## src/rtl/char_motion.sv

```systemverilog
// Player-motion engine: tick-paced gravity, jump and walk resolution against a
// synchronous collision map, plus warp table and item/power-up status.
module char_motion #(
  parameter int COORD_W   = 10,
  parameter int ADDR_W    = 20,
  parameter int MAP_W     = 960,
  parameter int MAP_H     = 501,
  parameter int START_X   = 220,
  parameter int START_Y   = 360,
  parameter int TICK_DIV  = 100000,
  parameter int JUMP_LEN  = 64,
  parameter int NUM_WARP  = 4,
  parameter int WARP_SPAN = 24
) (
  input  logic                        sys_clk,
  input  logic                        RST_N,
  input  logic [3:0]                  mov,
  input  logic                        death_in,
  input  logic                        poison_mushroom_in,
  input  logic                        star_in,
  input  logic                        flying_mushroom_in,
  input  logic                        fire_flower_in,
  input  logic [NUM_WARP-1:0]         warp_en,
  input  logic [NUM_WARP*COORD_W-1:0] warp_src_x,
  input  logic [NUM_WARP*COORD_W-1:0] warp_src_y,
  input  logic [NUM_WARP*COORD_W-1:0] warp_dst_x,
  input  logic [NUM_WARP*COORD_W-1:0] warp_dst_y,
  input  logic                        blk_data,
  output logic [ADDR_W-1:0]           blk_addr,
  output logic [COORD_W-1:0]          char_X,
  output logic [COORD_W-1:0]          char_Y,
  output logic                        dead,
  output logic                        flying_mushroom,
  output logic                        fire_flower,
  output logic                        poison_mushroom,
  output logic [3:0]                  star_cnt,
  output logic                        warped,
  output logic                        busy
);

  localparam int TICK_W = $clog2(TICK_DIV);
  localparam int JCNT_W = $clog2(JUMP_LEN + 1);

  localparam logic [TICK_W-1:0]  TICK_LAST  = TICK_W'(TICK_DIV - 1);
  localparam logic [JCNT_W-1:0]  JUMP_LAST  = JCNT_W'(JUMP_LEN);
  localparam logic [COORD_W-1:0] X_MAX      = COORD_W'(MAP_W - 1);
  localparam logic [COORD_W-1:0] Y_MAX      = COORD_W'(MAP_H - 1);
  localparam logic [COORD_W-1:0] X_START    = COORD_W'(START_X);
  localparam logic [COORD_W-1:0] Y_START    = COORD_W'(START_Y);
  localparam logic [COORD_W:0]   SPAN_EXT   = (COORD_W+1)'(WARP_SPAN);
  localparam logic [ADDR_W-1:0]  STRIDE     = ADDR_W'(MAP_W);

  typedef enum logic [2:0] {
    IDLE, WARP, H_ADDR, H_WAIT, H_EVAL, V_ADDR, V_WAIT, V_EVAL
  } seq_t;

  typedef enum logic [1:0] {GROUND, FALL, RISE} air_t;

  seq_t state, state_nx;
  air_t air;

  logic [TICK_W-1:0]  tick_cnt;
  logic               tick;
  logic [JCNT_W-1:0]  jcnt;
  logic [JCNT_W-1:0]  jcnt_inc;
  logic [COORD_W-1:0] cand_x;
  logic [COORD_W-1:0] cand_y;
  logic               v_skip;
  logic               go_left;
  logic               go_right;
  logic               warp_hit;
  logic [COORD_W-1:0] warp_x;
  logic [COORD_W-1:0] warp_y;
  logic [COORD_W-1:0] probe_x;
  logic [COORD_W-1:0] probe_y;
  logic [ADDR_W-1:0]  probe_addr;
  logic               respawn;

  logic [4:0] evt_in;
  logic [4:0] evt_prev;
  logic [4:0] evt_rise;
  logic       death_rise;
  logic       poison_rise;
  logic       star_rise;
  logic       fly_rise;
  logic       fire_rise;
  logic       unused_down;

  assign unused_down = mov[2];

  // Tick divider
  assign tick = (tick_cnt == TICK_LAST);

  always_ff @(posedge sys_clk or negedge RST_N) begin
    if (!RST_N) tick_cnt <= '0;
    else        tick_cnt <= tick ? '0 : tick_cnt + 1'b1;
  end

  // Item edge detection
  assign evt_in   = {death_in, poison_mushroom_in, star_in, flying_mushroom_in, fire_flower_in};
  assign evt_rise = evt_in & ~evt_prev;
  assign {death_rise, poison_rise, star_rise, fly_rise, fire_rise} = evt_rise;

  // Horizontal request, limits checked before any candidate is formed
  assign go_left  = mov[1] & ~mov[0] & (char_X != '0);
  assign go_right = mov[0] & ~mov[1] & (char_X != X_MAX);

  // Vertical candidate from the post-H position
  always_comb begin
    cand_y = char_Y + 1'b1;
    v_skip = (char_Y == Y_MAX);
    if (air == RISE) begin
      cand_y = char_Y - 1'b1;
      v_skip = (char_Y == '0);
    end
  end

  assign jcnt_inc = jcnt + 1'b1;

  // Lowest enabled matching entry wins; window compare is widened to avoid wrap
  always_comb begin
    warp_hit = 1'b0;
    warp_x   = '0;
    warp_y   = '0;
    for (int unsigned i = 0; i < NUM_WARP; i++) begin
      if (!warp_hit && warp_en[i]
          && (char_X == warp_src_x[i*COORD_W +: COORD_W])
          && (char_Y >= warp_src_y[i*COORD_W +: COORD_W])
          && ({1'b0, char_Y} < {1'b0, warp_src_y[i*COORD_W +: COORD_W]} + SPAN_EXT)) begin
        warp_hit = 1'b1;
        warp_x   = warp_dst_x[i*COORD_W +: COORD_W];
        warp_y   = warp_dst_y[i*COORD_W +: COORD_W];
      end
    end
  end

  always_comb begin
    probe_x = char_X;
    probe_y = cand_y;
    if (state == H_ADDR) begin
      probe_x = cand_x;
      probe_y = char_Y;
    end
  end

  assign probe_addr = ADDR_W'(probe_x) + ADDR_W'(probe_y) * STRIDE;

  // Sequence FSM
  always_ff @(posedge sys_clk or negedge RST_N) begin
    if (!RST_N) state <= IDLE;
    else        state <= state_nx;
  end

  always_comb begin
    state_nx = state;
    case (state)
      IDLE:   if (tick) state_nx = WARP;
      WARP: begin
        if (dead || warp_hit)        state_nx = IDLE;
        else if (go_left || go_right) state_nx = H_ADDR;
        else                          state_nx = V_ADDR;
      end
      H_ADDR: state_nx = H_WAIT;
      H_WAIT: state_nx = H_EVAL;
      H_EVAL: state_nx = V_ADDR;
      V_ADDR: state_nx = v_skip ? IDLE : V_WAIT;
      V_WAIT: state_nx = V_EVAL;
      V_EVAL: state_nx = IDLE;
      default: state_nx = IDLE;
    endcase
  end

  assign busy    = (state != IDLE);
  assign respawn = (state == WARP) && dead;

  // Position, air state and probe address
  always_ff @(posedge sys_clk or negedge RST_N) begin
    if (!RST_N) begin
      char_X   <= X_START;
      char_Y   <= Y_START;
      air      <= FALL;
      jcnt     <= '0;
      cand_x   <= '0;
      blk_addr <= '0;
      warped   <= 1'b0;
    end else begin
      warped <= 1'b0;
      case (state)
        WARP: begin
          if (dead) begin
            char_X <= X_START;
            char_Y <= Y_START;
            air    <= FALL;
          end else if (warp_hit) begin
            char_X <= warp_x;
            char_Y <= warp_y;
            air    <= FALL;
            warped <= 1'b1;
          end else begin
            cand_x <= go_left ? char_X - 1'b1 : char_X + 1'b1;
          end
        end
        H_ADDR: blk_addr <= probe_addr;
        H_EVAL: if (!blk_data) char_X <= cand_x;
        V_ADDR: begin
          if (v_skip) air <= (air == RISE) ? FALL : GROUND;
          else        blk_addr <= probe_addr;
        end
        V_EVAL: begin
          case (air)
            GROUND: begin
              if (!blk_data) air <= FALL;
              else if (mov[3]) begin
                air  <= RISE;
                jcnt <= '0;
              end
            end
            FALL: begin
              if (!blk_data) char_Y <= cand_y;
              else           air    <= GROUND;
            end
            RISE: begin
              if (blk_data) air <= FALL;
              else begin
                char_Y <= cand_y;
                jcnt   <= jcnt_inc;
                if (jcnt_inc == JUMP_LAST) air <= FALL;
              end
            end
            default: air <= FALL;
          endcase
        end
        default: ;
      endcase
    end
  end

  // Status flags; item edges are applied after a same-cycle respawn clear
  always_ff @(posedge sys_clk or negedge RST_N) begin
    if (!RST_N) begin
      evt_prev        <= '0;
      dead            <= 1'b0;
      flying_mushroom <= 1'b0;
      fire_flower     <= 1'b0;
      poison_mushroom <= 1'b0;
      star_cnt        <= '0;
    end else begin
      evt_prev <= evt_in;
      if (respawn) begin
        dead            <= 1'b0;
        flying_mushroom <= 1'b0;
        fire_flower     <= 1'b0;
      end
      if (star_rise && star_cnt != 4'hF) star_cnt <= star_cnt + 1'b1;
      if (fly_rise) flying_mushroom <= 1'b1;
      if (poison_rise) begin
        poison_mushroom <= 1'b1;
        if (fire_flower) fire_flower <= 1'b0;
        else             dead        <= 1'b1;
      end
      if (fire_rise)  fire_flower <= 1'b1;
      if (death_rise) dead        <= 1'b1;
    end
  end

endmodule

```

## config.mk

```make
export PLATFORM = sky130hd
export DESIGN_NAME = char_motion
export DESIGN_NICKNAME = d
export VERILOG_FILES = /design/src/rtl/char_motion.sv
export SDC_FILE = /design/constraint.sdc
export NUM_CORES = 1
export LEC_CHECK = 0
export CAP_MARGIN = 20
export CORE_MARGIN = 4
export CORE_UTILIZATION = 52
export DETAILED_ROUTE_END_ITERATION = 10
export PLACE_DENSITY = 0.87
export SKIP_LAST_GASP = 1
export SLEW_MARGIN = 0
export SYNTH_ARGS = -nofsm -noshare
export SYNTH_HDL_FRONTEND = slang
export SYNTH_SLANG_ARGS = --single-unit
```

## constraint.sdc

```tcl
create_clock -name sys_clk -period 8.4 [get_ports sys_clk]
set_input_delay 2.52 -clock sys_clk [delete_from_list [all_inputs] [get_ports sys_clk]]
set_output_delay 2.52 -clock sys_clk [all_outputs]
set_load 0.1 [all_outputs]
```

==> results of run 1 <==
[sequential cells by signal, summed over array words and instances, names as in the netlist]
signal / count
blk_addr: 20
tick_cnt: 17
cand_x: 10
char_X: 10
char_Y: 10
jcnt: 7
evt_prev: 5
star_cnt: 4
state: 3
air: 2
dead: 1
fire_flower: 1
flying_mushroom: 1
poison_mushroom: 1
warped: 1
[power by group through the flow]
stage,Clock (W),Sequential [W],Combinational (W)
floorplan,0,0.000584,0.000912
global placement,0,0.000499,0.00128
detailed placement,0,0.000497,0.00132
CTS,0.000399,0.000490,0.00133
global route,0.000415,0.000493,0.00149
finish,0.000392,0.000491,0.00133
[stage by stage]
stage / utilization, % / power, W / area, um2
after global routing: 67.5 / 0.00240 / 12600
after floorplan: - / 0.00150 / 9890
after CTS: 67.5 / 0.00222 / 12600
after detailed placement: 66.0 / 0.00182 / 12300
after global placement: 66.0 / 0.00178 / 12300
final: 67.5 / 0.00221 / 12600
[worst register-to-register path, delay by kind of cell (launching register included)]
kind            cells  cell delay, ns
xor+xnor            1            0.13
mux                 1            0.56
simple gates        6            1.38
buf+inv             2            0.15
compound gates      7            1.46
fa+ha+maj           5            2.35
flops               1            0.55
[area by class of cell]
class / instances / area [um2] / area share [%]
repair buffers: 236 / 2330 / 18.5
multi-input cells: 975 / 7010 / 55.6
inverters: 98 / 368 / 2.91
clock inverters: 4 / 33.8 / 0.268
flip-flops and latches: 93 / 2340 / 18.5
clock buffers: 12 / 246 / 1.95
well taps: 234 / 293 / 2.32
[how the worst min path moves through the flow]
stage | startpoint | to | slack, ns
after CTS | evt_prev[1] | flying_mushroom | 0.44
after global placement | evt_prev[0] | fire_flower | 0.41
final | evt_prev[0] | fire_flower | 0.43
after detailed placement | evt_prev[1] | flying_mushroom | 0.43
after floorplan | evt_prev[0] | fire_flower | 0.40
after global routing | evt_prev[1] | flying_mushroom | 0.46
[cells in the final DEF (no fill, tap or decap), drive strengths merged, types with 10 or more instances in the layout]
cell type / n
and2: 10
dfstp: 10
inv: 99
nand4: 28
fa: 20
ha: 115
o2111ai: 17
clkdlybuf4s50: 223
nand2: 114
nor3: 49
a21o: 20
o22ai: 12
a211oi: 20
dfrtp: 83
nor2: 67
nand2b: 12
xnor2: 72
nand3: 67
xor2: 43
buf: 13
o21ai: 88
nor2b: 11
nor4: 13
clkbuf: 12
a31oi: 23
and3: 13
a21oi: 44
[cells in the mapped netlist (9+ instances only)]
master and n:
a211oi_1 20, a21o_1 20, a21oi_1 44, a31oi_1 21, a41o_1 9, and2_1 10
and3_1 13, clkbuf_1 26, dfrtp_1 83, dfstp_2 10, fa_1 20, ha_1 115
inv_1 98, nand2_1 114, nand2b_1 12, nand3_1 67, nand4_1 28, nor2_1 67
nor2b_1 11, nor3_1 49, nor4_1 13, o2111ai_1 17, o211ai_1 9, o21a_1 9
o21ai_0 81, o22ai_1 12, xnor2_1 72, xor2_1 43
[cell families (layout without fill, tap and decap cells)]
logic type	count (synthesis)	in the layout	synth area share [%]
AO/OA/AOI/OAI	299	299	20.3
XOR/XNOR	115	115	10.2
adder cells (fa/ha/maj)	135	135	18.6
buffers and inverters	136	350	5.47
flip-flops	93	93	23.7
multiplexers	12	12	1.27
AND/OR/NAND/NOR	414	414	20.5
[metal layers]
| layer | vias up | track usage, % |
|---|---|---|
| li1 | 4799 | - |
| met1 | 4747 | 39.0 |
| met2 | 470 | 50.2 |
| met3 | 73 | 7.63 |
| met4 | 0 | 8.93 |
| met5 | - | 0 |
==> summary.md, run 1 <==
| Metric | Value |
|---|---|
| Status | complete, no violations |
| Post-synthesis register bit count | 93 |
| Max-cap viol count | 0 |
| Vias in the first global route | ~10,000 |
| Antenna violations before repair | 0 |
| TritonCTS clock tree | built |
| Detailed-route via count | roughly 10,000 |
| Core ar. | ~19,000 um2 |
| Starting density of the core | a little over half |
| Synth top area share | about a fifth |
| Post-DP HPWL | roughly 26 mm |
| Pre-CTS setup slack | 1.85 ns |
| Unique masters post-synth | 74 |
| Switch share | about 44% |
| Via density | between 6 and 7 |
| Clock tree buffer depth | 2 |
| Max-slew headroom | between 20% and 30% |
| Rows | 50 |
| CTS resizes | 0 |
| Fin worst setup slack | between 1.5 and 2 ns |
| Most used cell, CP | fa_1 |
| Worst slew pin tran | around 1.1 ns |
| Critical Path AT | around 7 ns |
| WL met3 | just under 3 mm |
| Ys async rst share | 100% |
| GP Congestion | around 1.0 |
| Int Power | 0.00124 W |
| Filler cells | around 1,600 |
| WP buf/inv | 2 |
| Number of CTS-inserted buffers | 9 |
| Reg power frac | between 20 and 25% |
| Remaining antenna violation count | 0 |
| CP max stage cell | fa_1 |
| Crit. End Element | flip-flop |
| Max incr delay on CP | ~0.56 ns |
| Wire length on met1 | roughly 13 mm |
| DRT iter0 DRCs | 928 |
| Drt pass-1 iters | 7 |
| P_leak | between 5 and 6 nW |
| WHS | 0.430 ns |
| Setup Total Neg Slack | 0 ns |
| Synthesized Nets | around 1,500 |
| Peak supply drop | 163 uV |
| Largest net degree at the start of global routing | 64 |
| Die area | between 20,000 and 25,000 um2 |
| Power Density | 175 nW/um2 |
| Congestion Overflow GR | 0 |
| Layout Skew | around 0.012 ns |
| EDFF count, synth | 0 |
| Clk sinks | 93 |
| Crit path launch | air[0] |
| Final nets | around 1,700 |
| CTS Root Cell | clkbuf_16 |
| Area Growth Syn to Fin | 27.7% |
| Max Freq | roughly 150 MHz |
| # placed instances | 1,636 |
| Worst-skew pair later-pin latency | between 0.3 and 0.4 ns |
| Critical Path End | blk_addr[19] |
| Crit. path cell count | 22 |
| Combinational power share | between 60% and 70% |
| Reg2Reg Depth | 22 |
| Synth Flop Type | dfrtp_1 |
| Die height | about 150 um |
| Synthesized area per cell | between 8 and 9 um2 |
| Worst min path class | flip-flop to flip-flop |
| NetSw | between 0.0009 and 0.001 W |
| Part of the cycle the worst path needs | approximately four fifths |
| Post-CTS setup buffer count | 0 |
| Yosys warnings | 0 |
| Max Transition Viols Final | 0 |
| Crit path max-delay family | adder cells |
| IO Pins | 226 |
| GRT Total Usage | roughly 30% |
| Cell taking the most area after synthesis | dfrtp_1 |
| Reg clk slew, reported paths | roughly 0.070 ns |
| Clk pwr share | around 18% |
| First-pass GRT wire length | approximately 52 mm |
| Layout cell share with drive strength beyond 1 | 3.67% |
| Crit path max fanout | 23 |
| Cells after Synth | between 1,000 and 1,500 |
| Worst path cell trace | inv_1 -> ha_1 -> fa_1 -> a21o_1 -> a21oi_1 -> nor2b_1 -> o21a_1 -> o41ai_1 -> xnor2_1 -> mux2i_1 -> fa_1 -> inv_1 -> fa_1 -> ha_1 -> and3_1 -> a21oi_1 -> nand3_1 -> nand3_1 -> or3b_2 -> or4_1 -> a21o_1 -> a31oi_1 |
| Startpoint types | flip-flop |
| R2r setup slk | approximately 1.7 ns |
| IO Port Bufs | 224 |
| Number of diodes | 0 |
| Drt wl/cell | a little under 20 um |
| Hold Buf Count CTS | 0 |
| Met2 wirelength from detailed routing | around 15 mm |
| Critical path class | flip-flop to flip-flop |
| Post-Syn Area | a little under 10,000 um2 |
| RSZ-0062 raised after global routing | no |
| Largest cells by area after synthesis | dfrtp_1, ha_1, xnor2_1, nand2_1, o21ai_0 |
| Final min period | 6.66 ns |
| Non-Filler Instances | ~1,700 |
| WHS Path Cells | 1 |
| Top routing layer in use | met4 |
| Fin. Hold Viols | 0 |
| Die Span X | around 150 um |
| Post-Route WL | roughly 33 mm |
| H-Tree Depth | 3 |
| Worst r2r src | air[0] |
| Setup violators final | 0 |
| Reg-to-Reg End | blk_addr[19] |
| CP required | between 8 and 9 ns |
| Post-synthesis sequential area ratio | about a quarter |
| Residual DRC | 0 |
(Power assumes the default switching activity.)
==> inputs of run 2 (changes only) <==
==> constraint.sdc (replaced) <==
create_clock -name sys_clk -period 6.5 [get_ports sys_clk]
set_input_delay 1.95 -clock sys_clk [delete_from_list [all_inputs] [get_ports sys_clk]]
set_output_delay 1.95 -clock sys_clk [all_outputs]
set_load 0.1 [all_outputs]
==> summary.md, run 2 (synthesized netlist as in run 1, its figures left out) <==
| Metric | Value |
|---|---|
| Starting density of the core | 52.9% (unchanged) |
| Most common cell after layout, fill and taps aside | clkdlybuf4s50_1 |
| First-pass GRT wire length | 52.8 mm (+1.4%) |
| Met1 Resource Use GR | 39.2% (+0.19 points) |
| Peak supply drop | 271 uV (+66%) |
| Fin. Hold Viols | 0 (unchanged) |
| R2r setup slk | 0.33 ns (-1.41 ns) |
| Crit. End Element | flip-flop |
| CP required | 6.78 ns (-1.89 ns) |
| Setup violators final | 0 (unchanged) |
| Post-Route WL | 33.4 mm (+2.3%) |
| Max-slew headroom | 29.3% (-0.21 points) |
| Layout Skew | 0.00991 ns (-0.00163 ns) |
| Design Power | 0.00289 W (+31%) |
| Layout cell share with drive strength beyond 1 | 4.55% (+0.88 points) |
| Dpl cell area | 12,400 um2 (+0.61%) |
| RSZ-0062 raised after global routing | no |
| Largest net degree at the start of global routing | 52 (-19%) |
| Most used cell, CP | fa_1 |
| Worst path cell trace | inv_1 -> ha_2 -> fa_1 -> a21o_1 -> a21oi_1 -> nor2b_1 -> o21a_1 -> o41ai_1 -> xnor2_1 -> mux2i_1 -> fa_1 -> inv_1 -> fa_1 -> ha_1 -> and3_1 -> a21oi_1 -> nand3_1 -> nand3_1 -> or3b_2 -> or4_1 -> a21o_1 -> a31oi_1 |
| Clock tree buffer depth | 2 (unchanged) |
| Worst-skew pair later-pin latency | 0.35 ns (about the same) |
| Detailed-route via count | 10,300 (+2.0%) |
| Worst r2r src | air[0] |
| Reg2Reg Depth | 22 (unchanged) |
| Reg-to-Reg End | blk_addr[19] |
| Congestion Overflow GR | 0 (unchanged) |
| Max Transition Viols Final | 0 (unchanged) |
| Die area | 21,300 um2 (unchanged) |
| WHS | 0.424 ns (-0.00651 ns) |
| Number of CTS-inserted buffers | 9 (unchanged) |
| Max incr delay on CP | 0.58 ns (+0.02 ns) |
| Die Span X | 146 um (unchanged) |
| Most flop-heavy register | blk_addr |
| Startpoint types | flip-flop |
| Setup Total Neg Slack | 0 ns (unchanged) |
| Hold endpoint | flying_mushroom |
| Max Freq | 162 MHz (+7.9%) |
| Post-DP HPWL | 26.4 mm (+1.8%) |
| Number of diodes | 0 (unchanged) |
| Most frequent cells in the layout | clkdlybuf4s50_1, nand2_1, ha_1, inv_1, dfrtp_1 |
| Antenna violations before repair | 0 (unchanged) |
| Power Density | 228 nW/um2 (+30%) |
| CTS Root Cell | clkbuf_16 |
| Worst min path class | flip-flop to flip-flop |
| IO Pins | 226 (unchanged) |
| IO Port Bufs | 224 (unchanged) |
| Max reg flops | 20 (unchanged) |
| P_leak | 5.51 nW (+0.82%) |
| GR peak layer | met2 |
| Hold Crit Start | evt_prev[1] |
| Worst slew pin tran | 1.06 ns (+0.00311 ns) |
| Critical path class | flip-flop to flip-flop |
| GRT Total Usage | 30.7% (+0.50 points) |
| Drt pass-1 iters | 7 (unchanged) |
| Final nets | 1,734 (+0.58%) |
| Remaining antenna violation count | 0 (unchanged) |
| Status | complete, no violations |
| Non-Filler Instances | 1,662 (+0.61%) |
| Final instance area | 12,700 um2 (+0.63%) |
| Die height | 146 um (unchanged) |
| Max-cap viol count | 0 (unchanged) |
| Clk sinks | 93 (unchanged) |
| Biggest regs | blk_addr: 20 flops, tick_cnt: 17 flops |
| Residual DRC | 0 (unchanged) |
| Critical Path AT | 6.45 ns (-0.48 ns) |
| Rows | 50 (unchanged) |
| WP buf/inv | 2 (unchanged) |
| H-Tree Depth | 3 (unchanged) |
| GR Layer Usage met3 | 7.26% (-0.37 points) |
| Met2 Use GR | 50.5% (+0.35 points) |
| TritonCTS clock tree | built |
| WHS Path Cells | 1 (unchanged) |
| Crit path max-delay family | adder cells |
| GP Congestion | 0.996 (-2.6%) |
| CP max stage cell | fa_1 |
| Drt wl/cell | 20.1 um (+1.7%) |
| Area Growth Syn to Fin | 28.5% |
| Part of the cycle the worst path needs | 94.9% (+16 points) |
| Vias in the first global route | 10,300 (+3.2%) |
| Crit path max fanout | 11 (-52%) |
| Final min period | 6.17 ns (-0.489 ns) |
| Via density | 6.19 (+1.4%) |
| DRT iter0 DRCs | 949 (+2.3%) |
| Reg clk slew, reported paths | 0.07 ns (about the same) |
| Hold Buf Count CTS | 0 (unchanged) |
| # placed instances | 1,646 (+0.61%) |
| Core ar. | 18,700 um2 (unchanged) |
run 2: power breakdown:
group	internal (W)	total (W)	switching [W]
Combinational	0.000741	0.00176	0.00102
Sequential	0.000599	0.000625	0.0000253
Clock	0.000264	0.000507	0.000243
Total	0.00160	0.00289	0.00129
run 2: worst max path at each step:
stage / from / to / slack [ns] / cells after the start
after floorplan: char_Y[1] / blk_addr[19] / 0.52 / 20
after global placement: air[0] / blk_addr[19] / 0.37 / 21
after global routing: air[0] / blk_addr[19] / 0.01 / 22
after detailed placement: air[0] / blk_addr[19] / 0.22 / 21
after CTS: air[0] / blk_addr[19] / 0.17 / 21
final: air[0] / blk_addr[19] / 0.33 / 22
run 2: worst register-to-register path, stage by stage (launching register included):
cell	delay, ns
dfstp_2	0.55
inv_1	0.06
ha_2	0.28
fa_1	0.44
a21o_1	0.20
a21oi_1	0.24
nor2b_1	0.09
o21a_1	0.19
o41ai_1	0.36
xnor2_1	0.20
mux2i_1	0.18
fa_1	0.58
inv_1	0.06
fa_1	0.48
ha_1	0.37
and3_1	0.17
a21oi_1	0.16
nand3_1	0.15
nand3_1	0.10
or3b_2	0.45
or4_1	0.44
a21o_1	0.20
a31oi_1	0.15
run 2: cell type report:
cell class              instances  area, um2
clock buffers                  10        229
flip-flops and latches         93       2340
fillers                      1524       6000
inverters                      98        368
clock inverters                 6       46.3
multi-input cells             975       7020
well taps                     234        293
repair buffers                246       2400
run 2: what timing repair did:
action	CTS	global route
endpoints found under the setup margin	0	1
endpoints found under the hold margin	0	0
setup buffers	0	0
gates resized for setup	0	2
run 2: through the flow:
| stage | worst slack (ns) | utilization, % |
|---|---|---|
| after floorplan | 0.523 | - |
| after global placement | 0.370 | 66.4 |
| after detailed placement | 0.216 | 66.4 |
| after CTS | 0.173 | 67.9 |
| after global routing | 0.0102 | 67.9 |
| final | 0.329 | 67.9 |
run 2: layer usage:
metal	wire length [um]	vias up
li1	-	4823
met1	13000	4804
met2	15400	564
met3	3480	104
met4	1490	0
met5	0	-
==> inputs of run 3 (changes only) <==
--- a/config.mk
+++ b/config.mk
@@ -9,7 +9,7 @@
 export CORE_MARGIN = 4
 export CORE_UTILIZATION = 52
 export DETAILED_ROUTE_END_ITERATION = 10
-export PLACE_DENSITY = 0.87
+export PLACE_DENSITY_LB_ADDON = 0.25
 export SKIP_LAST_GASP = 1
 export SLEW_MARGIN = 0
 export SYNTH_ARGS = -nofsm -noshare
==> summary.md, run 3 (synthesized netlist as in run 1, its figures left out) <==
| Metric | Value |
|---|---|
| GRT Total Usage | 30.1% (-0.58 points) |
| Critical path class | flip-flop to flip-flop |
| Part of the cycle the worst path needs | 93.9% (-1.0 points) |
| TritonCTS clock tree | built |
| RSZ-0062 raised after global routing | no |
| Filler cells | 1,545 (+1.4%) |
| Combinational power share | 60.1% (-0.7 points) |
| Peak supply drop | 206 uV (-24%) |
| Most flop-heavy register | blk_addr |
| WP buf/inv | 2 (unchanged) |
| Layout Skew | 0.00735 ns (-0.00256 ns) |
| Via density | 6.07 (-2.0%) |
| Crit path max-delay family | adder cells |
| Crit path launch | air[0] |
| Biggest regs | blk_addr: 20 flops, tick_cnt: 17 flops |
| Max reg flops | 20 (unchanged) |
| Area Growth Syn to Fin | 29.0% |
| Largest net degree at the start of global routing | 48 (-7.7%) |
| Max-slew headroom | 29.4% (+0.12 points) |
| IO Port Bufs | 224 (unchanged) |
| P_leak | 5.54 nW (+0.50%) |
| Number of CTS-inserted buffers | 9 (unchanged) |
| Detailed-route via count | 10,100 (-1.7%) |
| Post-DP HPWL | 25.9 mm (-2.1%) |
| Hold Crit Start | evt_prev[0] |
| Die height | 146 um (unchanged) |
| Layout cell share with drive strength beyond 1 | 4.88% (+0.33 points) |
| Crit. End Element | flip-flop |
| Worst path cell trace | inv_1 -> ha_1 -> fa_1 -> a21o_1 -> a21oi_1 -> nor2b_1 -> o21a_1 -> nor2_1 -> xnor2_1 -> mux2i_1 -> inv_1 -> fa_1 -> fa_1 -> ha_1 -> o21ai_0 -> a21oi_1 -> a41oi_1 -> xor2_1 -> or3b_2 -> or4_1 -> a21o_1 -> a31oi_1 |
| Worst r2r src | air[0] |
| Post-Route WL | 32.7 mm (-2.1%) |
| Antenna violations before repair | 0 (unchanged) |
| Crit path max fanout | 6 (-5) |
| Setup Total Neg Slack | 0 ns (unchanged) |
| CP max stage cell | dfstp_2 |
| Clk pwr share | 18.5% (+0.9 points) |
| Max Freq | 164 MHz (+1.1%) |
| Final min period | 6.10 ns (-0.0682 ns) |
| IO Pins | 226 (unchanged) |
| Residual DRC | 0 (unchanged) |
| Starting density of the core | 52.9% (unchanged) |
| NetSw | 0.00129 W (about the same) |
| Rows | 50 (unchanged) |
| Drt wl/cell | 19.6 um (-2.4%) |
| Max Transition Viols Final | 0 (unchanged) |
| Setup violators final | 0 (unchanged) |
| Worst-skew pair later-pin latency | 0.36 ns (about the same) |
| Drt pass-1 iters | 6 (-1) |
| Max incr delay on CP | 0.55 ns (-0.03 ns) |
| Die Span X | 146 um (unchanged) |
| Max-cap viol count | 0 (unchanged) |
| Most common cell after layout, fill and taps aside | clkdlybuf4s50_1 |
| Power Density | 227 nW/um2 (about the same) |
| Status | complete, no violations |
| CP required | 6.78 ns (about the same) |
| Vias in the first global route | 9,978 (-2.8%) |
| Worst slew pin tran | 1.06 ns (-0.00175 ns) |
| Fin. Hold Viols | 0 (unchanged) |
| Reg clk slew, reported paths | 0.07 ns (about the same) |
| Clock tree buffer depth | 2 (unchanged) |
| Int Power | 0.00162 W (+0.69%) |
| First-pass GRT wire length | 51.8 mm (-1.7%) |
| H-Tree Depth | 3 (unchanged) |
| Reg power frac | 21.3% (-0.3 points) |
| Fin worst setup slack | 0.397 ns (+0.0682 ns) |
| Congestion Overflow GR | 0 (unchanged) |
| Most used cell, CP | fa_1 |
| Most frequent cells in the layout | clkdlybuf4s50_1, ha_1, nand2_1, inv_1, dfrtp_1 |
| Core ar. | 18,700 um2 (unchanged) |
| CTS Root Cell | clkbuf_16 |
| Remaining antenna violation count | 0 (unchanged) |
| Startpoint types | flip-flop |
| Die area | 21,300 um2 (unchanged) |
| Worst min path class | flip-flop to flip-flop |
| Number of diodes | 0 (unchanged) |
| Pre-CTS setup slack | 0.450 ns (+0.234 ns) |
| Switch share | 44.3% (-0.17 points) |
| DRT iter0 DRCs | 665 (-30%) |
| GP Congestion | 0.976 (-2.0%) |
| Final nets | 1,739 (+0.29%) |
| Critical Path AT | 6.39 ns (-0.06 ns) |
| Clk sinks | 93 (unchanged) |
| Post-CTS setup buffer count | 0 (unchanged) |
## run 3: cell count changes in the layout (fill, tap and decap cells not counted), sizes merged
cell and change:
buf +5, clkbuf -1, inv +1
## run 3: final timing paths
kind	slack [ns]	endpoint	depth (start not counted)
setup / recovery	0.40	blk_addr[19]	22
hold / removal	0.42	fire_flower	1
setup reg to reg	0.40	blk_addr[19]	22
hold reg to reg	0.42	fire_flower	1
max in group asynchronous	3.88	air[1]	2
min in group asynchronous	1.58	jcnt[2]	1
## run 3: area by class of cell
class,count,area (um2),share of cell area (%)
Clock buffer,9,225,1.76
Tap cell,234,293,2.29
Multi-Input combinational cell,975,7020,55.0
Sequential cell,93,2340,18.3
Clock inverter,7,75.1,0.588
Timing Repair Buffer,251,2440,19.1
Inverter,98,368,2.88
## run 3: repair_timing
action                                  CTS  global route
hold buffers                              0             0
resized for setup                         0             1
endpoints found under the setup margin    0             1
## run 3: routing by layer
layer	vias to the layer above	GRT usage (%)	wire length, um	share of wire, %
met5	-	0	0	0
met4	0	12.1	1250	3.8
met3	87	5.42	2270	6.9
met2	425	50.9	15700	48
met1	4777	38.2	13500	41
li1	4833	-	-	-
## run 3: power by group through the flow
stage	combinational, W	clock, W	sequential [W]
2_1_floorplan	0.00118	0	0.000755
3_5_place_dp	0.00174	0	0.000629
3_3_place_gp	0.00168	0	0.000627
4_1_cts	0.00175	0.000544	0.000619
5_1_grt	0.00195	0.000571	0.000622
6_report	0.00175	0.000538	0.000619
## run 3: worst reg2reg max path, stage by stage (launching register included)
cell and delay, ns:
dfstp_2 0.55, inv_1 0.06, ha_1 0.30, fa_1 0.46, a21o_1 0.21, a21oi_1 0.22
nor2b_1 0.07, o21a_1 0.19, nor2_1 0.12, xnor2_1 0.18, mux2i_1 0.16, inv_1 0.20
fa_1 0.46, fa_1 0.47, ha_1 0.33, o21ai_0 0.15, a21oi_1 0.14, a41oi_1 0.31
xor2_1 0.16, or3b_2 0.50, or4_1 0.44, a21o_1 0.20, a31oi_1 0.15
## run 3: stage by stage
stage	total power [W]	std cells	hold slack, ns	cell area, um2	util (%)
5_1_grt	0.00314	1667	0.432	12800	68.2
6_report	0.00290	1667	0.424	12800	68.2
2_1_floorplan	0.00193	1204	0.400	9890	-
4_1_cts	0.00291	1667	0.426	12800	68.2
3_5_place_dp	0.00237	1651	0.416	12500	66.6
3_3_place_gp	0.00231	1651	0.402	12500	66.6
